File: src/rtl/matmul_sched.sv
// matmul_sched: job-level scheduler sharing one 4x4 matmul engine between two stream requesters.
// Define MATMUL_SCHED_FIXED_PRIO_EN for fixed priority (requester 0 wins ties); default is round-robin.
module matmul_sched #(
    parameter int unsigned pDATA_WIDTH = 32
) (
    input  logic                   clk,
    input  logic                   rst_n,
    input  logic                   s0_tvalid,
    input  logic [pDATA_WIDTH-1:0] s0_tdata,
    input  logic                   s0_tlast,
    output logic                   s0_tready,
    input  logic                   s1_tvalid,
    input  logic [pDATA_WIDTH-1:0] s1_tdata,
    input  logic                   s1_tlast,
    output logic                   s1_tready,
    output logic                   m0_tvalid,
    output logic [pDATA_WIDTH-1:0] m0_tdata,
    output logic                   m0_tlast,
    input  logic                   m0_tready,
    output logic                   m1_tvalid,
    output logic [pDATA_WIDTH-1:0] m1_tdata,
    output logic                   m1_tlast,
    input  logic                   m1_tready,
    output logic                   eng_ap_start,
    output logic                   eng_ss_tvalid,
    output logic [pDATA_WIDTH-1:0] eng_ss_tdata,
    output logic                   eng_ss_tlast,
    input  logic                   eng_ss_tready,
    input  logic                   eng_sm_tvalid,
    input  logic [pDATA_WIDTH-1:0] eng_sm_tdata,
    output logic                   eng_sm_tready,
    output logic                   busy,
    output logic                   owner,
    output logic [1:0]             err,
    input  logic                   err_clr
);

    typedef enum logic [2:0] {StIdle, StStart, StFeed, StCollect, StDrain} state_e;

    state_e                 r_state, w_state_d;
    logic                   r_owner, w_owner_d;
    logic [5:0]             r_in_cnt, w_in_cnt_d;
    logic [3:0]             r_wr_ptr, w_wr_ptr_d;
    logic [3:0]             r_rd_ptr, w_rd_ptr_d;
    logic                   r_pad, w_pad_d;
    logic [1:0]             r_err, w_err_d, w_err_set;
    logic [pDATA_WIDTH-1:0] r_buf [16];

    logic                   w_s_tvalid;
    logic                   w_s_tlast;
    logic [pDATA_WIDTH-1:0] w_s_tdata;
    logic                   w_m_tready;
    logic                   w_ss_hs;
    logic                   w_m_hs;
    logic                   w_drain_done;
    logic                   w_buf_we;
    logic                   w_grant;

    assign w_s_tvalid   = r_owner ? s1_tvalid : s0_tvalid;
    assign w_s_tlast    = r_owner ? s1_tlast  : s0_tlast;
    assign w_s_tdata    = r_owner ? s1_tdata  : s0_tdata;
    assign w_m_tready   = r_owner ? m1_tready : m0_tready;
    // Once padding starts the engine sees a constant valid zero word.
    assign w_ss_hs      = (r_state == StFeed) & (r_pad | w_s_tvalid) & eng_ss_tready;
    assign w_m_hs       = (r_state == StDrain) & w_m_tready;
    assign w_drain_done = w_m_hs & (r_rd_ptr == 4'd15);

    assign eng_sm_tready = 1'b1;
    assign busy          = (r_state != StIdle);
    assign owner         = r_owner;
    assign err           = r_err;

`ifdef MATMUL_SCHED_FIXED_PRIO_EN
    assign w_grant = ~s0_tvalid;
`else
    logic r_last_grant;

    always_ff @(posedge clk or negedge rst_n) begin
        if (!rst_n) begin
            r_last_grant <= 1'b1;
        end else if (w_drain_done) begin
            r_last_grant <= r_owner;
        end
    end

    assign w_grant = (s0_tvalid && s1_tvalid) ? ~r_last_grant : ~s0_tvalid;
`endif

    always_comb begin
        w_state_d     = r_state;
        w_owner_d     = r_owner;
        w_in_cnt_d    = r_in_cnt;
        w_wr_ptr_d    = r_wr_ptr;
        w_rd_ptr_d    = r_rd_ptr;
        w_pad_d       = r_pad;
        w_err_set     = 2'b00;
        w_buf_we      = 1'b0;
        s0_tready     = 1'b0;
        s1_tready     = 1'b0;
        m0_tvalid     = 1'b0;
        m0_tdata      = '0;
        m0_tlast      = 1'b0;
        m1_tvalid     = 1'b0;
        m1_tdata      = '0;
        m1_tlast      = 1'b0;
        eng_ap_start  = 1'b0;
        eng_ss_tvalid = 1'b0;
        eng_ss_tdata  = '0;
        eng_ss_tlast  = 1'b0;

        unique case (r_state)
            StIdle: begin
                if (s0_tvalid || s1_tvalid) begin
                    w_owner_d = w_grant;
                    w_state_d = StStart;
                end
            end
            StStart: begin
                eng_ap_start = 1'b1;
                w_in_cnt_d   = '0;
                w_wr_ptr_d   = '0;
                w_rd_ptr_d   = '0;
                w_pad_d      = 1'b0;
                w_state_d    = StFeed;
            end
            StFeed: begin
                eng_ss_tlast = (r_in_cnt == 6'd31);
                if (r_pad) begin
                    eng_ss_tvalid = 1'b1;
                end else begin
                    eng_ss_tvalid = w_s_tvalid;
                    eng_ss_tdata  = w_s_tdata;
                    if (r_owner) s1_tready = eng_ss_tready;
                    else         s0_tready = eng_ss_tready;
                end
                if (w_ss_hs) begin
                    w_in_cnt_d = r_in_cnt + 6'd1;
                    // Early tlast and missing final tlast are both framing errors.
                    if (!r_pad && (w_s_tlast != (r_in_cnt == 6'd31))) begin
                        w_err_set[r_owner] = 1'b1;
                    end
                    if (!r_pad && w_s_tlast && (r_in_cnt != 6'd31)) begin
                        w_pad_d = 1'b1;
                    end
                    if (r_in_cnt == 6'd31) begin
                        w_state_d = StCollect;
                    end
                end
            end
            StCollect: begin
                if (eng_sm_tvalid) begin
                    w_buf_we   = 1'b1;
                    w_wr_ptr_d = r_wr_ptr + 4'd1;
                    if (r_wr_ptr == 4'd15) begin
                        w_state_d = StDrain;
                    end
                end
            end
            StDrain: begin
                if (r_owner) begin
                    m1_tvalid = 1'b1;
                    m1_tdata  = r_buf[r_rd_ptr];
                    m1_tlast  = (r_rd_ptr == 4'd15);
                end else begin
                    m0_tvalid = 1'b1;
                    m0_tdata  = r_buf[r_rd_ptr];
                    m0_tlast  = (r_rd_ptr == 4'd15);
                end
                if (w_m_hs) begin
                    w_rd_ptr_d = r_rd_ptr + 4'd1;
                end
                if (w_drain_done) begin
                    w_state_d = StIdle;
                end
            end
            default: begin
                w_state_d = StIdle;
            end
        endcase

        // A new error in the same cycle as a clear survives.
        w_err_d = (err_clr ? 2'b00 : r_err) | w_err_set;
    end

    always_ff @(posedge clk or negedge rst_n) begin
        if (!rst_n) begin
            r_state  <= StIdle;
            r_owner  <= 1'b0;
            r_in_cnt <= '0;
            r_wr_ptr <= '0;
            r_rd_ptr <= '0;
            r_pad    <= 1'b0;
            r_err    <= 2'b00;
        end else begin
            r_state  <= w_state_d;
            r_owner  <= w_owner_d;
            r_in_cnt <= w_in_cnt_d;
            r_wr_ptr <= w_wr_ptr_d;
            r_rd_ptr <= w_rd_ptr_d;
            r_pad    <= w_pad_d;
            r_err    <= w_err_d;
        end
    end

    always_ff @(posedge clk) begin
        if (w_buf_we) begin
            r_buf[r_wr_ptr] <= eng_sm_tdata;
        end
    end

endmodule

File: config.mk
export PLATFORM = sky130hd
export DESIGN_NAME = matmul_sched
export DESIGN_NICKNAME = d
export VERILOG_FILES = /design/src/rtl/matmul_sched.sv
export SDC_FILE = /design/constraint.sdc
export NUM_CORES = 1
export LEC_CHECK = 0
export CAP_MARGIN = 15
export CORE_MARGIN = 2
export CORE_UTILIZATION = 52
export CTS_BUF_LIST = sky130_fd_sc_hd__clkbuf_4 sky130_fd_sc_hd__clkbuf_8
export DETAILED_ROUTE_END_ITERATION = 12
export GPL_TIMING_DRIVEN = 0
export PLACE_DENSITY = 0.77
export SLEW_MARGIN = 20
export SYNTH_ARGS = -nofsm -noshare
export SYNTH_HDL_FRONTEND = slang
export SYNTH_SLANG_ARGS = --single-unit
export TNS_END_PERCENT = 100
File: constraint.sdc
create_clock -name clk -period 3.4 [get_ports clk]
set_clock_uncertainty 0.2 [all_clocks]
set_input_delay 1.02 -clock clk [delete_from_list [all_inputs] [get_ports clk]]
set_output_delay 1.02 -clock clk [all_outputs]
set_load 0.05 [all_outputs]
==> results of run 1 <==
## timing repair
action	in CTS	in global routing
pin swaps	37	5
cloned	6	0
hold endpoints to repair	0	0
buffers inserted	11	4
gates resized for setup	1039	55
setup endpoints to repair	106	103
## cells in the mapped netlist, types with 2 or more instances
| master | n |
|---|---|
| a22o_1 | 2 |
| ha_1 | 6 |
| nand2_1 | 21 |
| or3_1 | 2 |
| buf_4 | 11 |
| mux2i_1 | 103 |
| mux2_2 | 3 |
| clkbuf_1 | 23 |
| and3_1 | 6 |
| nor3_1 | 9 |
| nand3_1 | 10 |
| nor3b_1 | 3 |
| inv_1 | 11 |
| nor2b_1 | 2 |
| xor2_1 | 2 |
| buf_2 | 24 |
| dfrtp_1 | 21 |
| a21oi_1 | 3 |
| or3b_1 | 2 |
| nand2b_1 | 5 |
| o311ai_0 | 3 |
| nand4_1 | 2 |
| nor2_1 | 43 |
| nor4_1 | 2 |
| mux4_2 | 128 |
| and2_1 | 12 |
| edfxtp_1 | 512 |
| o21ai_0 | 5 |
| o22ai_1 | 67 |
| buf_6 | 4 |
| buf_1 | 6 |
## how the worst max path moves through the flow
stage / depth (start not counted) / to / start
2_1_floorplan: 5 / m0_tdata[11] / r_state[0]
6_report: 7 / m1_tdata[5] / r_rd_ptr[1]
3_3_place_gp: 3 / r_buf[15][15] / eng_sm_tvalid
5_1_grt: 7 / m1_tdata[5] / r_rd_ptr[1]
4_1_cts: 7 / m1_tdata[31] / r_rd_ptr[1]
3_5_place_dp: 7 / m1_tdata[9] / r_state[0]
## critical path, stage by stage (launching register included)
cell and delay (ns):
dfrtp_1 0.39, buf_8 0.18, buf_12 0.16, buf_12 0.16, mux4_2 0.57, mux2i_4 0.23, o22ai_1 0.12, buf_4 0.20
## metal layers
metal	routed length, µm	part of all wire (%)	vias up
met2	28990	51	621
met4	1792	3.1	0
met1	22180	39	6514
met3	4027	7.1	113
met5	0	0	-
li1	-	-	5133
## flip-flops by register name (all words and copies together) (netlist names)
name,cells
r_in_cnt,6
r_state,3
r_rd_ptr,4
r_pad,1
r_buf,512
owner,1
r_last_grant,1
r_wr_ptr,4
err,2
## placed cells by master, fill, tap and decap left out, drive strengths merged, types with 2 or more instances in the layout
cell / count
edfxtp: 512
buf: 183
clkbuf: 136
mux4: 128
clkdlybuf4s50: 107
mux2i: 103
o22ai: 67
nor2: 43
clkinv: 28
nand2: 21
dfrtp: 21
and2: 12
inv: 11
nand3: 10
nor3: 9
ha: 6
nand2b: 6
and3: 6
o21ai: 5
diode: 3
a21oi: 3
o311ai: 3
mux2: 3
clkinvlp: 3
bufinv: 3
nor3b: 3
or3b: 2
or3: 2
xor2: 2
nand4: 2
a22o: 2
nor4: 2
clkdlybuf4s15: 2
nor2b: 2
## cell type report
type | count | area, µm² | area share, %
well taps | 532 | 665.6 | 2.333
clock buffers | 113 | 1393 | 4.881
clock inverters | 34 | 226.5 | 0.7938
flip-flops and latches | 534 | 15930 | 55.84
plain buffers | 65 | 745.7 | 2.614
diodes | 3 | 7.507 | 0.02631
multi-input cells | 456 | 6641 | 23.28
inverters | 11 | 41.29 | 0.1447
repair buffers | 252 | 2879 | 10.09
## report_power, final
group / internal [mW] / total [mW] / switching (mW) / leakage (nW)
clock network: 2.87 / 5.32 / 2.45 / 0.848
logic: 1.42 / 3.28 / 1.86 / 3.53
registers: 7.48 / 7.60 / 0.120 / 4.87
## per-stage QoR
| stage | setup slack, ns | power [mW] | setup TNS, ns | cell area (µm²) |
|---|---|---|---|---|
| after floorplan | -0.3616 | 9.293 | -18.98 | 21670 |
| after global placement | -1.319 | 10.04 | -284.89 | 24470 |
| after detailed placement | -0.8317 | 10.15 | -58.26 | 24870 |
| after global routing | -0.5573 | 16.67 | -36.19 | 28530 |
| after CTS | -0.4407 | 16.09 | -28.76 | 28260 |
| final | -0.4852 | 16.20 | -30.02 | 28530 |
## logic make-up (layout without fill, tap and decap cells)
| group | after synthesis | in the layout | share of synthesized area (%) |
|---|---|---|---|
| mux | 234 | 234 | 18.31 |
| fa+ha+maj | 6 | 6 | 0.3483 |
| simple gates | 122 | 123 | 2.757 |
| xor+xnor | 2 | 2 | 0.08128 |
| flops | 534 | 534 | 73.89 |
| compound gates | 90 | 90 | 2.746 |
| buf+inv | 79 | 475 | 1.846 |
| other cells | 1 | 4 | 0.01740 |
==> results.sh, run 1 <==
export IMPL_worstPathArrival_ns=2.67
export IMPL_tightestPinTransition_ns=0.7421
export IMPL_clock_path_buffers=3
export IMPL_cts_root_buf="clkbuf_8"
export IMPL_grt_antenna_before_repair=3
export IMPL_ys_seq_area_share_pct=73.89
export IMPL_gp_congestion=0.8732
export IMPL_slew_headroom_pct=50.53
export IMPL_core_um2=40830
export IMPL_top_usage_layer="met2"
export IMPL_holdWs_ns=0.1646
export IMPL_cp_end_kind="primary output"
export IMPL_cts_hold_buf=0
export IMPL_vias=12380
export IMPL_overflow=0
export IMPL_synthArstFlopShare_pct=4.120
export IMPL_rsz0062_at_grt="true"
export IMPL_cts_tree="done"
export IMPL_drtIter0Drc=1203
export IMPL_clock_sinks=534
export IMPL_start_util_pct=52.79
export IMPL_syn_inst=1068
export IMPL_fin_ws_ns=-0.4852
export IMPL_max_freq_ghz=0.2574
export IMPL_synth_area_um2=21550
export IMPL_first_pass_iters=5
export IMPL_crit_path_max_fanout=10
export IMPL_first_global_vias=12900
export IMPL_port_buffers=214
export IMPL_synth_top_area_cell="edfxtp_1"
export IMPL_synth_warnings=0
export IMPL_drive_gt1_share_pct=43.69
export IMPL_grt_first_pass_wirelength_um=82850
export IMPL_setup_violations=95
export IMPL_dieArea_um2=43100
export IMPL_drv_slew=0
export IMPL_placedCellCount=1832
export IMPL_peakVddDrop_mv=0.4500
export IMPL_p_leak_nw=9.249
export IMPL_critPathRequiredTime_ns=2.18
export IMPL_min_period_ns=3.885
export IMPL_insertion_delay_ns=0.64
export IMPL_crit_path_start_kind="register"
export IMPL_stdcell_count=2000
export IMPL_area_growth_pct=32.36
export IMPL_fillCellCount=2348
export IMPL_grt_util_met3_pct=4.115
export IMPL_rows=74
export IMPL_routed_wl_um=56990
export IMPL_clk_pin_slew_worst_paths_ns=0.06
export IMPL_period_share_pct=114.3
export IMPL_via_per_inst=6.191
export IMPL_drcViolationCount=0
export IMPL_netlist_area_leader_share_pct=71.33
export IMPL_hp_class="in2async"
export IMPL_hold_viol=0
export IMPL_detailed_place_hpwl_um=34340
export IMPL_final_util_pct=69.87
export IMPL_synthTopCellsByArea="edfxtp_1 (71%), mux4_2 (13%), mux2i_1 (4.8%)"
export IMPL_htree_levels=3
export IMPL_synth_edf_count=512
export IMPL_die_w_um=207.6
export IMPL_grt_max_degree=23
export IMPL_synth_distinct_cells=46
export IMPL_r2r_start="r_state[2]"
export IMPL_nNetsFinal=1516
export IMPL_worstSetupPathType="reg2out"
export IMPL_maxCapViolCount=0
export IMPL_reg2reg_depth=7
export IMPL_grtUsageTotal_pct=26.19
export IMPL_worst_r2r_setup_slack_ns=0.70
export IMPL_die_y_um=207.6
export IMPL_yosys_most_used_dff="edfxtp_1"
export IMPL_avgSynthCellArea_um2=20.18
export IMPL_p_per_area_nw_per_um2=567.9
export IMPL_status="complete, but fails checks"
export IMPL_met2_usage_pct=43.72
export IMPL_cts_inserted_buffers=83
export IMPL_wl_per_cell_um=28.50
export IMPL_violations="setup timing"
export IMPL_ant_nets=0
export IMPL_use_met1_pct=35.32
export IMPL_ys_ff_latch=534
export IMPL_syn_num_nets=1181
export IMPL_ioPinCount=217
export IMPL_rr_endpoint="r_buf[2][17]"
No activity file was read; power rests on OpenSTA's default activity.
==> inputs of run 2 (changes only) <==
CELL_PAD_IN_SITES_DETAIL_PLACEMENT = 1   (was default)
CELL_PAD_IN_SITES_GLOBAL_PLACEMENT = 1   (was default)
CORE_UTILIZATION = 46   (was 52)
PLACE_DENSITY = default   (was 0.77)
PLACE_DENSITY_LB_ADDON = 0.1   (was default)
==> results.sh, run 2 (same netlist as run 1, synthesis figures left out) <==
export IMPL_drcViolationCount=0
export IMPL_drtIter0Drc=859
export IMPL_detailed_place_hpwl_um=35360
export IMPL_largest_reg_flops=512
export IMPL_crit_path_max_fanout=8
export IMPL_clock_path_buffers=3
export IMPL_gp_congestion=0.7206
export IMPL_status="complete, but fails checks"
export IMPL_num_antenna_cells=0
export IMPL_stdcell_count=2082
export IMPL_die_y_um=220.5
export IMPL_die_w_um=220.5
export IMPL_seq_power_share_pct=46.9
export IMPL_nNetsFinal=1522
export IMPL_via_per_inst=5.805
export IMPL_fin_ws_ns=-0.5018
export IMPL_overflow=0
export IMPL_setup_violations=94
export IMPL_htree_levels=3
export IMPL_drv_slew=0
export IMPL_worstPathArrival_ns=2.68
export IMPL_drive_gt1_share_pct=43.32
export IMPL_multi_input_area_um2=6464
export IMPL_ant_nets=0
export IMPL_rsz0062_at_grt="true"
export IMPL_crit_chain="buf_12, clkbuf_16, buf_16, mux4_2, mux2i_4, o22ai_4, buf_6"
export IMPL_ioPinCount=217
export IMPL_placed_area_um2=24870
export IMPL_start_util_pct=46.50
export IMPL_period_share_pct=114.8
export IMPL_first_global_vias=12900
export IMPL_reg2reg_depth=6
export IMPL_combPwrFrac_pct=20.6
export IMPL_insertion_delay_ns=0.64
export IMPL_p_clk_share_pct=32.6
export IMPL_first_pass_iters=5
export IMPL_post_place_ws_ns=-0.9715
export IMPL_vias=12090
export IMPL_port_buffers=214
export IMPL_crit_buf_inv=4
export IMPL_swShare_pct=27.72
export IMPL_slew_headroom_pct=51.13
export IMPL_placedCellCount=1903
export IMPL_grt_first_pass_wirelength_um=83520
export IMPL_violations="setup timing"
export IMPL_cp_depth=7
export IMPL_wl_per_cell_um=28.71
export IMPL_fillCellCount=3916
export IMPL_p_per_area_nw_per_um2=568.1
export IMPL_clock_sinks=534
export IMPL_max_stage_delay_ns=0.53
export IMPL_grt_antenna_before_repair=1
export IMPL_grt_max_degree=33
export IMPL_critPathTopFamily="multiplexers"
export IMPL_p_int_mw=11.74
export IMPL_min_period_ns=3.902
export IMPL_hp_class="in2async"
export IMPL_cts_tree="done"
export IMPL_routed_wl_um=59770
export IMPL_p_switching_mw=4.502
export IMPL_cts_inserted_buffers=86
export IMPL_cp_end_kind="primary output"
export IMPL_slowest_stage="mux4_2"
export IMPL_critPathRequiredTime_ns=2.18
export IMPL_regArea_um2=15930
export IMPL_max_freq_ghz=0.2563
export IMPL_p_leak_nw=9.289
export IMPL_dieArea_um2=48600
export IMPL_hold_viol=0
export IMPL_clk_pin_slew_worst_paths_ns=0.06
export IMPL_final_common_cell="edfxtp_1"
export IMPL_worstSetupPathType="reg2out"
export IMPL_area_growth_pct=32.59
export IMPL_rows=79
export IMPL_core_um2=46360
export IMPL_crit_path_start_kind="register"
export IMPL_final_util_pct=61.65
export IMPL_cts_root_buf="clkbuf_8"
export IMPL_maxCapViolCount=0
export IMPL_reg_top3="r_buf x512, r_in_cnt x6"
export IMPL_power_mw=16.24
export IMPL_tightestPinTransition_ns=0.7330
export IMPL_fin_area_um2=28580
export IMPL_grtUsageTotal_pct=24.16
export IMPL_final_cell_mix="edfxtp_1 (512), mux4_2 (128), clkdlybuf4s50_1 (107), clkbuf_8 (94), buf_4 (55)"
export IMPL_peakVddDrop_mv=0.4147
export IMPL_regMostFlops="r_buf"
## run 2: power by group through the flow
stage / Sequential [mW] / Combinational [mW] / Clock [mW]
after floorplan: 7.72 / 1.57 / 0
after global placement: 7.72 / 2.39 / 0
after detailed placement: 7.73 / 2.48 / 0
after CTS: 7.60 / 2.76 / 5.37
after global routing: 7.63 / 3.54 / 5.70
final: 7.61 / 3.34 / 5.29
## run 2: worst reg2reg max path, delay by kind of cell (launching register included)
family / cells / cell delay [ns]
buffers and inverters: 2 / 0.44
and+or+nand+nor: 4 / 1.46
DFF: 1 / 0.41
## run 2: area by class of cell
class	instances	area share (%)
buffer	66	2.868
clock buffer	116	4.973
clock inverter	38	0.6917
inverter	11	0.1445
multi-input combinational	455	22.62
sequential	534	55.74
tap	607	2.657
timing repair buffer	255	10.31
## run 2: path summary, 6_finish.rpt
kind	start	end	slack, ns
max	r_rd_ptr[1]	m1_tdata[13]	-0.50
min	rst_n	r_in_cnt[5]	0.17
max reg2reg	r_state[2]	r_buf[11][10]	0.56
min reg2reg	err[0]	err[0]	0.29
max in group asynchronous	rst_n	r_state[0]	2.43
min in group clk	err[0]	err[0]	0.29
## run 2: timing repair
item                                    in CTS  in global routing
pin swaps                                    4                 59
endpoints found under the setup margin     106                106
setup buffers                                2                 10
cloned                                       0                 15
gates resized for setup                    826                263
hold buffers                                 0                  0
endpoints found under the hold margin        0                  0
## run 2: per-layer routing
layer | global-route usage [%] | wire length (µm)
met2 | 40.67 | 30280
met5 | 0 | 13
met4 | 9.351 | 1264
met1 | 31.20 | 24140
met3 | 4.756 | 4067
## run 2: through the flow
step | setup TNS [ns] | hold slack, ns
after floorplan | -18.98 | 0.2864
after global placement | -329.21 | 0.2747
after detailed placement | -66.77 | 0.2817
after CTS | -42.63 | 0.2963
after global routing | -39.51 | 0.1493
final | -31.26 | 0.1662
==> inputs of run 3 (changes only) <==
REMOVE_ABC_BUFFERS = 1   (was default)
==> results.sh, run 3 (same netlist as run 1, synthesis figures left out) <==
export IMPL_hp_class="in2async"
export IMPL_top_layer="met5"
export IMPL_setup_violations=102
export IMPL_drv_slew=0
export IMPL_cp_end_kind="primary output"
export IMPL_via_per_inst=5.853
export IMPL_regMostFlops="r_buf"
export IMPL_routed_wl_um=59190
export IMPL_p_per_area_nw_per_um2=570.7
export IMPL_peakVddDrop_mv=0.4823
export IMPL_worstPathArrival_ns=2.74
export IMPL_holdWs_ns=0.1397
export IMPL_nNetsFinal=1523
export IMPL_tightestPinTransition_ns=0.7285
export IMPL_grt_first_pass_wirelength_um=84650
export IMPL_crit_path_start_kind="register"
export IMPL_rows=79
export IMPL_grtUsageTotal_pct=24.65
export IMPL_clk_pin_slew_worst_paths_ns=0.08
export IMPL_grt_max_degree=48
export IMPL_final_util_pct=62.58
export IMPL_maxCapViolCount=0
export IMPL_start_util_pct=46.50
export IMPL_dr_wl_met2_um=30030
export IMPL_fin_ws_ns=-0.5597
export IMPL_post_place_ws_ns=-1.081
export IMPL_cts_tree="done"
export IMPL_hold_viol=0
export IMPL_clock_sinks=534
export IMPL_ioPinCount=217
export IMPL_r2r_start="r_state[2]"
export IMPL_reg_top3="r_buf x512, r_in_cnt x6"
export IMPL_critPathRequiredTime_ns=2.18
export IMPL_crit_path_max_fanout=5
export IMPL_clock_path_buffers=3
export IMPL_drtIter0Drc=968
export IMPL_period_share_pct=116.5
export IMPL_fin_setup_tns_ns=-37.29
export IMPL_worstSetupPathType="reg2out"
export IMPL_final_common_cell="edfxtp_1"
export IMPL_fin_area_um2=29010
export IMPL_gp_congestion=0.7175
export IMPL_status="complete, but fails checks"
export IMPL_drcViolationCount=0
export IMPL_final_cell_mix="edfxtp_1 (512), mux4_2 (128), clkdlybuf4s50_1 (107), clkbuf_8 (87), buf_6 (85)"
export IMPL_core_um2=46360
export IMPL_violations="setup timing"
export IMPL_grt_antenna_before_repair=1
export IMPL_drive_gt1_share_pct=44.92
export IMPL_die_y_um=220.5
export IMPL_area_growth_pct=34.60
export IMPL_wl_per_cell_um=28.41
export IMPL_first_global_vias=12950
export IMPL_die_w_um=220.5
export IMPL_ant_nets=0
export IMPL_min_period_ns=3.960
export IMPL_vias=12190
export IMPL_max_freq_ghz=0.2525
export IMPL_slew_headroom_pct=51.43
export IMPL_p_leak_nw=9.401
export IMPL_cts_hold_buf=0
export IMPL_rsz0062_at_grt="true"
export IMPL_critPathLaunch="r_state[0]"
export IMPL_port_buffers=215
export IMPL_htree_levels=3
export IMPL_first_pass_iters=5
export IMPL_placed_area_um2=24600
export IMPL_detailed_place_hpwl_um=30080
export IMPL_insertion_delay_ns=0.66
export IMPL_dieArea_um2=48600
export IMPL_num_antenna_cells=0
export IMPL_overflow=0
export IMPL_drt_met1_wl_um=23900
export IMPL_cts_inserted_buffers=85
export IMPL_met3_length_um=3560
export IMPL_cts_root_buf="clkbuf_8"
export IMPL_largest_reg_flops=512
run 3: area by class of cell:
cell class	instances	area [µm²]
clock buffer	111	1378
clock inverter	42	345.3
fill	3881	17350
inverter	11	41.29
multi-input combinational	460	6695
sequential	534	15950
tap	607	759.5
timing repair buffer	318	3847
run 3: metrics by stage:
step / power, mW / instances
6_report: 16.56 / 2083
5_1_grt: 17.14 / 2083
4_1_cts: 16.15 / 2058
3_5_place_dp: 10.06 / 1844
3_3_place_gp: 10.11 / 1822
2_1_floorplan: 9.278 / 1000
run 3: where the power goes:
| group | internal (mW) | total, mW | switching (mW) |
|---|---|---|---|
| combinational | 1.47 | 3.26 | 1.79 |
| sequential | 7.49 | 7.70 | 0.212 |
| clock | 3.10 | 5.59 | 2.49 |
| total | 12.1 | 16.6 | 4.50 |
run 3: worst paths after layout:
path / end / slack (ns) / cells after the start
hold reg to reg: err[0] / 0.30 / 2
max in group asynchronous: r_rd_ptr[2] / 2.44 / 1
min in group clk: err[0] / 0.30 / 2
setup reg to reg: r_buf[11][13] / 0.60 / 5
hold / removal: r_state[1] / 0.14 / 1
setup / recovery: m0_tdata[25] / -0.56 / 6
run 3: routing by layer:
layer | global-route usage, % | vias up
li1 | - | 5163
met1 | 32.59 | 6454
met2 | 40.82 | 470
met3 | 5.072 | 102
met4 | 8.859 | 2
met5 | 0 | -
run 3: repair_timing:
item                                    4_1_cts  5_1_grt
pin swaps                                    13       20
gates resized for setup                     732      311
buffers inserted                             45       24
endpoints found under the setup margin      107      107
gates cloned                                 16        4
run 3: worst max-delay path, stage by stage (launching register included):
cell and delay (ns):
dfrtp_2 0.46, or3b_4 0.42, or3_4 0.48, buf_12 0.17, buf_16 0.15, o22ai_4 0.20
buf_6 0.19
